===== config.mk =====
export PLATFORM = sky130hd
export DESIGN_NAME = tmds_channel_decoder
export DESIGN_NICKNAME = d
export VERILOG_FILES = /design/src/rtl/tmds_channel_decoder.sv
export SDC_FILE = /design/constraint.sdc
export NUM_CORES = 1
export LEC_CHECK = 0
export CAP_MARGIN = 20
export CORE_UTILIZATION = 45
export DETAILED_ROUTE_END_ITERATION = 6
export GPL_ROUTABILITY_DRIVEN = 1
export PLACE_DENSITY = 0.74
export SYNTH_ARGS = -nofsm -noshare
export SYNTH_HDL_FRONTEND = slang
export SYNTH_SLANG_ARGS = --single-unit

===== constraint.sdc =====
create_clock -name clk_pixel -period 2.6 [get_ports clk_pixel]
set_input_delay 0.39 -clock clk_pixel [delete_from_list [all_inputs] [get_ports clk_pixel]]
set_output_delay 0.39 -clock clk_pixel [all_outputs]
set_load 0.03 [all_outputs]

===== src/rtl/tmds_channel_decoder.sv =====
// tmds_channel_decoder
// Receive-side decoder for one TMDS channel. Finds 10-bit word alignment by
// bit-slipping until a run of control tokens is seen, then decodes video
// symbols (10b->8b) and control tokens ({c1,c0}).
//
// Ports:
//   clk_pixel   in   symbol-rate clock, all logic on the rising edge
//   reset       in   synchronous, active-high
//   symbol_in   in   [9:0] raw deserialized symbol, bit 0 first on the wire
//   data_out    out  [7:0] decoded video byte, 0 whenever de=0
//   ctrl_out    out  [1:0] {c1,c0} of the most recent control token
//   de          out  video byte valid (video symbol while locked)
//   locked      out  word alignment locked
//   slip_offset out  [3:0] current bit rotation, 0..9
//
// state     | meaning
// SEARCH    | hunting for LOCK_TOKENS consecutive tokens at slip_offset
// SLIP_WAIT | flushing the alignment pipeline after a bit slip
// LOCKED    | alignment found, video decodes with de=1

module tmds_channel_decoder #(
    parameter int LOCK_TOKENS    = 8,
    parameter int SEARCH_TIMEOUT = 2048,
    parameter int SLIP_WAIT      = 3
) (
    input  logic       clk_pixel,
    input  logic       reset,
    input  logic [9:0] symbol_in,
    output logic [7:0] data_out,
    output logic [1:0] ctrl_out,
    output logic       de,
    output logic       locked,
    output logic [3:0] slip_offset
);

    localparam int TOK_W  = $clog2(LOCK_TOKENS + 1);
    localparam int TMO_W  = $clog2(SEARCH_TIMEOUT + 1);
    localparam int WAIT_W = $clog2(SLIP_WAIT + 1);

    localparam logic [TOK_W-1:0]  TOK_MAX   = TOK_W'(LOCK_TOKENS);
    localparam logic [TMO_W-1:0]  TMO_LAST  = TMO_W'(SEARCH_TIMEOUT - 1);
    localparam logic [WAIT_W-1:0] WAIT_LAST = WAIT_W'(SLIP_WAIT - 1);

    typedef enum logic [1:0] {
        ST_SEARCH    = 2'd0,
        ST_SLIP_WAIT = 2'd1,
        ST_LOCKED    = 2'd2
    } state_t;

    state_t              state_q, state_d;
    logic [TOK_W-1:0]    tok_cnt_q, tok_cnt_d;
    logic [TMO_W-1:0]    tmo_cnt_q, tmo_cnt_d;
    logic [WAIT_W-1:0]   wait_cnt_q, wait_cnt_d;
    logic [3:0]          slip_q, slip_d;

    logic [9:0]          prev_q;
    logic [9:0]          aligned_q;
    logic [7:0]          data_q;
    logic [1:0]          ctrl_q;
    logic                de_q;

    logic [19:0]         window;
    logic [9:0]          aligned;
    logic                is_tok;
    logic [1:0]          tok_ctrl;
    logic [7:0]          vid_v;
    logic [7:0]          vid_byte;
    logic [TOK_W-1:0]    tok_run;
    logic                tok_qual;
    logic                tmo_expire;

    // Two consecutive symbols give every possible 10-bit framing; bit 0 of
    // the older symbol is the earliest bit on the wire.
    assign window  = {symbol_in, prev_q};
    assign aligned = 10'(window >> slip_q);

    always_comb begin
        is_tok   = 1'b1;
        tok_ctrl = 2'b00;
        case (aligned_q)
            10'h354: tok_ctrl = 2'b00;
            10'h0AB: tok_ctrl = 2'b01;
            10'h154: tok_ctrl = 2'b10;
            10'h2AB: tok_ctrl = 2'b11;
            default: is_tok   = 1'b0;
        endcase
    end

    // Undo the optional inversion (bit 9), then the XOR/XNOR chain (bit 8).
    always_comb begin
        vid_v    = aligned_q[9] ? ~aligned_q[7:0] : aligned_q[7:0];
        vid_byte = {aligned_q[8] ? (vid_v[7:1] ^ vid_v[6:0])
                                 : ~(vid_v[7:1] ^ vid_v[6:0]),
                    vid_v[0]};
    end

    always_ff @(posedge clk_pixel) begin
        if (reset) begin
            prev_q    <= '0;
            aligned_q <= '0;
            data_q    <= '0;
            ctrl_q    <= '0;
            de_q      <= 1'b0;
        end else begin
            prev_q    <= symbol_in;
            aligned_q <= aligned;
            if (is_tok) begin
                de_q   <= 1'b0;
                data_q <= '0;
                ctrl_q <= tok_ctrl;
            end else if (locked) begin
                de_q   <= 1'b1;
                data_q <= vid_byte;
            end else begin
                de_q   <= 1'b0;
                data_q <= '0;
            end
        end
    end

    always_ff @(posedge clk_pixel) begin
        if (reset) begin
            state_q    <= ST_SEARCH;
            tok_cnt_q  <= '0;
            tmo_cnt_q  <= '0;
            wait_cnt_q <= '0;
            slip_q     <= '0;
        end else begin
            state_q    <= state_d;
            tok_cnt_q  <= tok_cnt_d;
            tmo_cnt_q  <= tmo_cnt_d;
            wait_cnt_q <= wait_cnt_d;
            slip_q     <= slip_d;
        end
    end

    // The run count includes the token currently in aligned_q, so lock is
    // taken in time for the first video symbol after the run to get de=1.
    always_comb begin
        if (!is_tok) begin
            tok_run = '0;
        end else if (tok_cnt_q == TOK_MAX) begin
            tok_run = TOK_MAX;
        end else begin
            tok_run = tok_cnt_q + TOK_W'(1);
        end
        tok_qual   = (tok_run == TOK_MAX);
        tmo_expire = (tmo_cnt_q == TMO_LAST);

        state_d    = state_q;
        tok_cnt_d  = tok_run;
        tmo_cnt_d  = tmo_cnt_q + TMO_W'(1);
        wait_cnt_d = wait_cnt_q;
        slip_d     = slip_q;

        case (state_q)
            ST_SEARCH: begin
                if (tok_qual) begin
                    state_d   = ST_LOCKED;
                    tmo_cnt_d = '0;
                end else if (tmo_expire) begin
                    state_d    = ST_SLIP_WAIT;
                    slip_d     = (slip_q == 4'd9) ? 4'd0 : slip_q + 4'd1;
                    tok_cnt_d  = '0;
                    tmo_cnt_d  = '0;
                    wait_cnt_d = '0;
                end
            end
            ST_SLIP_WAIT: begin
                tok_cnt_d = '0;
                tmo_cnt_d = '0;
                if (wait_cnt_q == WAIT_LAST) begin
                    state_d    = ST_SEARCH;
                    wait_cnt_d = '0;
                end else begin
                    wait_cnt_d = wait_cnt_q + WAIT_W'(1);
                end
            end
            ST_LOCKED: begin
                if (tok_qual) begin
                    tmo_cnt_d = '0;
                end else if (tmo_expire) begin
                    state_d   = ST_SEARCH;
                    tok_cnt_d = '0;
                    tmo_cnt_d = '0;
                end
            end
            default: begin
                state_d    = ST_SEARCH;
                tok_cnt_d  = '0;
                tmo_cnt_d  = '0;
                wait_cnt_d = '0;
            end
        endcase
    end

    always_comb begin
        locked = (state_q == ST_LOCKED);
    end

    assign data_out    = data_q;
    assign ctrl_out    = ctrl_q;
    assign de          = de_q;
    assign slip_offset = slip_q;

endmodule


==> summary.txt, run 1 <==
Area share of the largest cell type after synthesis = 39.4%
Minimum clock period = 2.31 ns
Cell Area, Synth = 2800 um^2
Grt ovf = 0
Synth Flop Type = dfxtp_1
Remaining DRCs = 0
CP Class = flip-flop to output port
Hold Buf Count CTS = 0
Clock latency on the worst-skew pair = 0.31 ns
Vias in the first global route = 2086
Fin Setup TNS = 0 ns
RSZ-0062 raised after global routing = false
Count of unique library cells instantiated by Yosys = 45
EDFF count, synth = 0
Iteration-0 DRC count of the detailed router = 85
GRT met3 Usage = 4.04%
Number of routed nets with antenna violations = 0
Syn_nets = 311
GRT met2 Usage = 30.5%
Gates resized, CTS repair = 0
Fraction of layout cells with a size suffix above 1 = 10.8%
Root buf cell = clkbuf_8
Port Buffers = 27
Period utilisation layout = 88.7%
Worst path arrival time = 1.92 ns
Most numerous cell in the Yosys netlist = dfxtp_1
Die area = 6530 um^2
Yosys warns = 0
Pwr Density = 487 nW/um^2
Status = completed
Final setup vio count = 0
# rows = 28
Vias/cell = 5.35
Wirelength, routed = 5390 um
Area Overhead vs Synth = 16.2%
Slew HR = 63.9%
CP Launch Type = flip-flop
Placement Setup Slack = 0.526 ns
GRT Overall Usage = 18.9%
Final setup margin = 0.295 ns
Die extent in x = 80.8 um
Drt first pass iters = 4
Placer Congestion = 0.884
Initial core utilization = 47.0%
Max IR drop VDD = 0.000241 V
Crit path max fanout = 12
Post-synthesis async set-or-reset flop share = 0%
H-tree depth = 2
Syn Area/Cell = 9.45 um^2
FMAX = 434 MHz
Fin area = 3250 um^2
Worst-Margin Slew = 0.541 ns
Cells after synthesis = 296
Synth top area cells = dfxtp_1, mux4_2, mux2i_1, nor2_1, xnor2_1
Layout Skew = 0.00613 ns
Register area = 1100 um^2
TritonCTS clock tree = yes
GRT busiest layer = met2
Max Cap Viol = 0
Worst hold path type = flip-flop to flip-flop
Post-synthesis sequential area ratio = 39.4%
Die height = 80.8 um
Deepest clock path buffer count = 2
Final Hold Slack = 0.443 ns
CP required = 2.21 ns
Multi-input logic area = 1570 um^2
CTS sink cnt = 55
Fin. Hold Viols = 0
Post-CTS setup buffers = 0
First-pass GRT wire length = 9500 um
Initial antenna violation count = 0
Largest net degree at the start of global routing = 22
Via count = 2131
Layout Nets = 337
Leakage = 1.15 nW
Boundary Pins = 28
Number of CTS-inserted buffers = 5
Hpwl dp = 4100 um
Synth area leader = dfxtp_1
Critical path endpoint category = output port
Final Slew Violations = 0
Fillers = 558
#FFs+latches synth = 55
Post-DP Area = 3130 um^2
Core area = 5960 um^2
Wire length per cell = 13.5 um
ANT cells = 0
Global routing met1 resource utilization = 25.1%
Post-synth top cells = dfxtp_1, nor2_1, mux2i_1
Worst-path clk slew = 0.10 ns
## stage by stage
step,instances,util [%],total power [mW]
floorplan,296,-,0.979
global placement,390,52.6,1.02
detailed placement,390,52.6,1.02
CTS,398,54.6,1.60
global route,398,54.6,1.65
finish,398,54.6,1.58
## power breakdown
group          total, mW  switching, mW  internal (mW)
Combinational      0.123         0.0562         0.0671
Sequential         0.878         0.0172          0.861
Clock              0.583          0.271          0.312
Total               1.58          0.344           1.24
## final timing paths
kind,from,endpoint,slack [ns],cells past startpoint
max reg2reg,slip_offset[1],aligned_q[4],0.52,5
max,slip_offset[1],slip_offset[1],0.29,2
min,tmo_cnt_q[0],tmo_cnt_q[0],0.44,1
min reg2reg,tmo_cnt_q[0],tmo_cnt_q[0],0.44,1
## cell usage in the layout, fill, tap and decap left out, types with 2 or more instances in the layout
cell	synthesis	final
buf_4	2	8
inv_1	10	10
nor4_1	3	3
mux2_2	4	4
xor2_1	7	7
and4_1	2	2
nor3_1	5	5
or4_1	2	2
clkdlybuf4s50_1	0	27
nor2_1	44	44
nor3b_1	3	3
xnor2_1	18	18
a21oi_1	16	16
or2_2	2	2
dfxtp_1	55	55
nand4_1	5	5
nand2b_1	5	5
a211oi_1	10	10
ha_1	3	3
nand3_1	7	7
nand2_1	10	10
mux2i_1	20	20
nor2b_1	18	18
mux4_2	9	9
clkbuf_8	0	6
and3_1	3	3
o22ai_1	3	3
## cell type report
| cell class | instances | area share [%] |
|---|---|---|
| Clock inverter | 2 | 1.08 |
| Sequential cell | 55 | 33.9 |
| Multi-Input combinational cell | 215 | 48.3 |
| Clock buffer | 6 | 2.54 |
| Tap cell | 75 | 2.89 |
| Inverter | 10 | 1.16 |
| Timing Repair Buffer | 35 | 10.2 |
## worst max-delay path, cell delays in order, from the launching register on
cell and delay [ns]:
dfxtp_1 0.67, buf_4 0.26, clkdlybuf4s50_1 0.68
## layer usage
metal | wire, um | share of wire, %
met1 | 2620 | 49
met5 | 0 | 0
met4 | 73 | 1.4
met3 | 257 | 4.8
met2 | 2440 | 45
## registers in the layout, indices dropped and copies added, names as in the netlist
signal	flops
aligned_q	10
ctrl_out	2
data_out	8
de	1
prev_q	10
slip_offset	4
state_q	2
tmo_cnt_q	12
tok_cnt_q	4
wait_cnt_q	2
## logic make-up after synthesis
kind of cell	Yosys count	share of synthesized area, %
and+or+nand+nor	115	21.7
DFF	55	39.4
AOI/OAI and AO/OA	39	9.26
muxes	33	16.0
buffers and inverters	26	4.52
xor gates and xnor gates	25	7.83
adders and majority gates	3	1.34
No activity file was read; power rests on OpenSTA's default activity.
==> inputs of run 2 (changes only) <==
--- a/config.mk
+++ b/config.mk
@@ -9,7 +9,7 @@
 export CORE_UTILIZATION = 45
 export DETAILED_ROUTE_END_ITERATION = 6
 export GPL_ROUTABILITY_DRIVEN = 1
-export PLACE_DENSITY = 0.74
+export PLACE_DENSITY = 0.65
 export SYNTH_ARGS = -nofsm -noshare
 export SYNTH_HDL_FRONTEND = slang
 export SYNTH_SLANG_ARGS = --single-unit
==> run 2 against run 1 <==
Cell count shrank 0.25%. Sequential power is essentially flat. Core utilization shrank 0.15 points. Combinational power is essentially flat. Die area is the same. Critical path type unchanged.
==> summary.txt, run 2 (synthesis gave the netlist of run 1 again) <==
Final Slew Violations = 0 (unchanged)
Hpwl dp = 3960 um (was 4100 um)
Die extent in x = 80.8 um (unchanged)
Multi-input logic area = 1570 um^2 (unchanged)
Fin. Hold Viols = 0 (unchanged)
Worst r2r src = slip_offset[1] (unchanged)
Critical path endpoint category = output port (unchanged)
Hold Crit Start = tmo_cnt_q[0] (unchanged)
Hold Path End = tmo_cnt_q[0] (unchanged)
Wire length per cell = 13.1 um (was 13.5 um)
Clock latency on the worst-skew pair = 0.31 ns (about the same)
Largest delay contributor family on the critical path = buffers and inverters (unchanged)
Max IR drop VDD = 0.000227 V (was 0.000241 V)
Largest stage delay, worst path = 0.79 ns (was 0.68 ns)
Initial core utilization = 47.0% (unchanged)
Buf/Inv on CP = 1 (was 2)
Root buf cell = clkbuf_8 (unchanged)
CP required = 2.21 ns (about the same)
Layout Nets = 336 (was 337)
RSZ-0062 raised after global routing = false (unchanged)
Die area = 6530 um^2 (unchanged)
Worst-path clk slew = 0.10 ns (about the same)
Grt ovf = 0 (unchanged)
Status = completed (unchanged)
Number of routed nets with antenna violations = 0 (unchanged)
Sequential Power Share = 55.5% (was 55.4%)
ANT cells = 0 (unchanged)
Slew HR = 59.7% (was 63.9%)
Boundary Pins = 28 (unchanged)
Gates resized, CTS repair = 0 (unchanged)
Remaining DRCs = 0 (unchanged)
Number of CTS-inserted buffers = 5 (unchanged)
Hold Buf Count CTS = 0 (unchanged)
Period utilisation layout = 84.7% (was 88.7%)
TritonCTS clock tree = yes (unchanged)
CP Launch Type = flip-flop (unchanged)
Placer Congestion = 0.865 (was 0.884)
R2R Path End = aligned_q[4] (unchanged)
Reg with most FFs = tmo_cnt_q (unchanged)
Post-CTS setup buffers = 0 (unchanged)
Comb power frac = 7.9% (was 7.8%)
Vias in the first global route = 1990 (was 2086)
CTS sink cnt = 55 (unchanged)
Most common cell after layout, fill and taps aside = dfxtp_1 (unchanged)
Fin Setup TNS = 0 ns (unchanged)
Clock network power share = 36.6% (was 36.8%)
Final setup vio count = 0 (unchanged)
Worst hold stages = 1 (unchanged)
Inst Count DP = 389 (was 390)
Flop-to-flop setup slack = 0.48 ns (was 0.52 ns)
Fillers = 553 (was 558)
Leakage = 1.14 nW (was 1.15 nW)
Drt first pass iters = 4 (unchanged)
Via count = 2095 (was 2131)
Vias/cell = 5.28 (was 5.35)
Crit-path cells = clkdlybuf4s50_1 (was buf_4 > clkdlybuf4s50_1)
Largest net degree at the start of global routing = 22 (unchanged)
Max Cap Viol = 0 (unchanged)
Port Buffers = 27 (unchanged)
Minimum clock period = 2.20 ns (was 2.31 ns)
Layout Skew = 0.00435 ns (was 0.00613 ns)
Net switching power = 360 uW (was 344 uW)
Worst Reg-to-Reg Cells = 5 (unchanged)
Wirelength, routed = 5210 um (was 5390 um)
GRT Overall Usage = 18.1% (was 18.9%)
Largest registers = tmo_cnt_q: 12 flops, aligned_q: 10 flops, prev_q: 10 flops (unchanged)
Core area = 5960 um^2 (unchanged)
Fraction of layout cells with a size suffix above 1 = 10.6% (was 10.8%)
Pwr Density = 487 nW/um^2 (about the same)
Finished Layout Cells = 397 (was 398)
Register area = 1100 um^2 (unchanged)
Max reg flops = 12 (unchanged)
Die height = 80.8 um (unchanged)
Deepest clock path buffer count = 2 (unchanged)
Crit path max fanout = 14 (was 12)
CP Class = flip-flop to output port (unchanged)
Iteration-0 DRC count of the detailed router = 109 (was 85)
Sw frac = 22.8% (was 21.7%)
Worst hold path type = flip-flop to flip-flop (unchanged)
Initial antenna violation count = 0 (unchanged)
Slowest stage cell, crit path = clkdlybuf4s50_1 (unchanged)
Most frequent cells in the layout = dfxtp_1, nor2_1, clkdlybuf4s50_1 (unchanged)
# rows = 28 (unchanged)
FMAX = 454 MHz (was 434 MHz)
First-pass GRT wire length = 9330 um (was 9500 um)
Area Overhead vs Synth = 15.9% (was 16.2%)
Worst path arrival time = 1.81 ns (was 1.92 ns)
H-tree depth = 2 (unchanged)
Worst-Margin Slew = 0.603 ns (was 0.541 ns)
Pint = 1.22 mW (was 1.24 mW)
[run 2: through the flow]
step	hold WS [ns]	setup WS, ns	util, %	total power, mW	area, um^2
5_1_grt	0.483	0.287	54.4	1.66	3240
6_report	0.462	0.397	54.4	1.58	3240
4_1_cts	0.458	0.378	54.4	1.60	3240
2_1_floorplan	0.412	0.597	-	0.979	2800
3_5_place_dp	0.438	0.509	52.5	1.02	3120
3_3_place_gp	0.429	0.506	52.5	1.02	3120
[run 2: worst max-delay path by stage]
| stage | start | end | slack (ns) | depth (start not counted) |
|---|---|---|---|---|
| 2_1_floorplan | slip_offset[1] | aligned_q[4] | 0.60 | 6 |
| 3_3_place_gp | symbol_in[3] | aligned_q[7] | 0.51 | 4 |
| 3_5_place_dp | slip_offset[1] | aligned_q[3] | 0.51 | 6 |
| 4_1_cts | slip_offset[0] | slip_offset[0] | 0.38 | 1 |
| 5_1_grt | slip_offset[0] | slip_offset[0] | 0.29 | 1 |
| 6_report | slip_offset[0] | slip_offset[0] | 0.40 | 1 |
[run 2: area by class of cell]
cell class                 count  area share, %
clock buffer                   5           2.12
clock inverter                 3           1.47
inverter                      10           1.16
multi-input combinational    215           48.4
sequential                    55           34.0
tap                           75           2.90
timing repair buffer          34           9.96
[run 2: layer usage]
metal | vias to the layer above | routed length (um) | GRT usage (%)
met4 | 0 | 54 | 5.18
met2 | 41 | 2360 | 28.1
li1 | 1098 | - | -
met5 | - | 0 | 0
met3 | 5 | 130 | 3.37
met1 | 951 | 2670 | 25.6
[run 2: power groups by stage]
stage	combinational, mW	sequential, mW	clock (mW)
after floorplan	0.0880	0.891	0
after global placement	0.123	0.896	0
after detailed placement	0.124	0.897	0
after CTS	0.124	0.877	0.600
after global routing	0.138	0.881	0.637
final	0.124	0.877	0.578
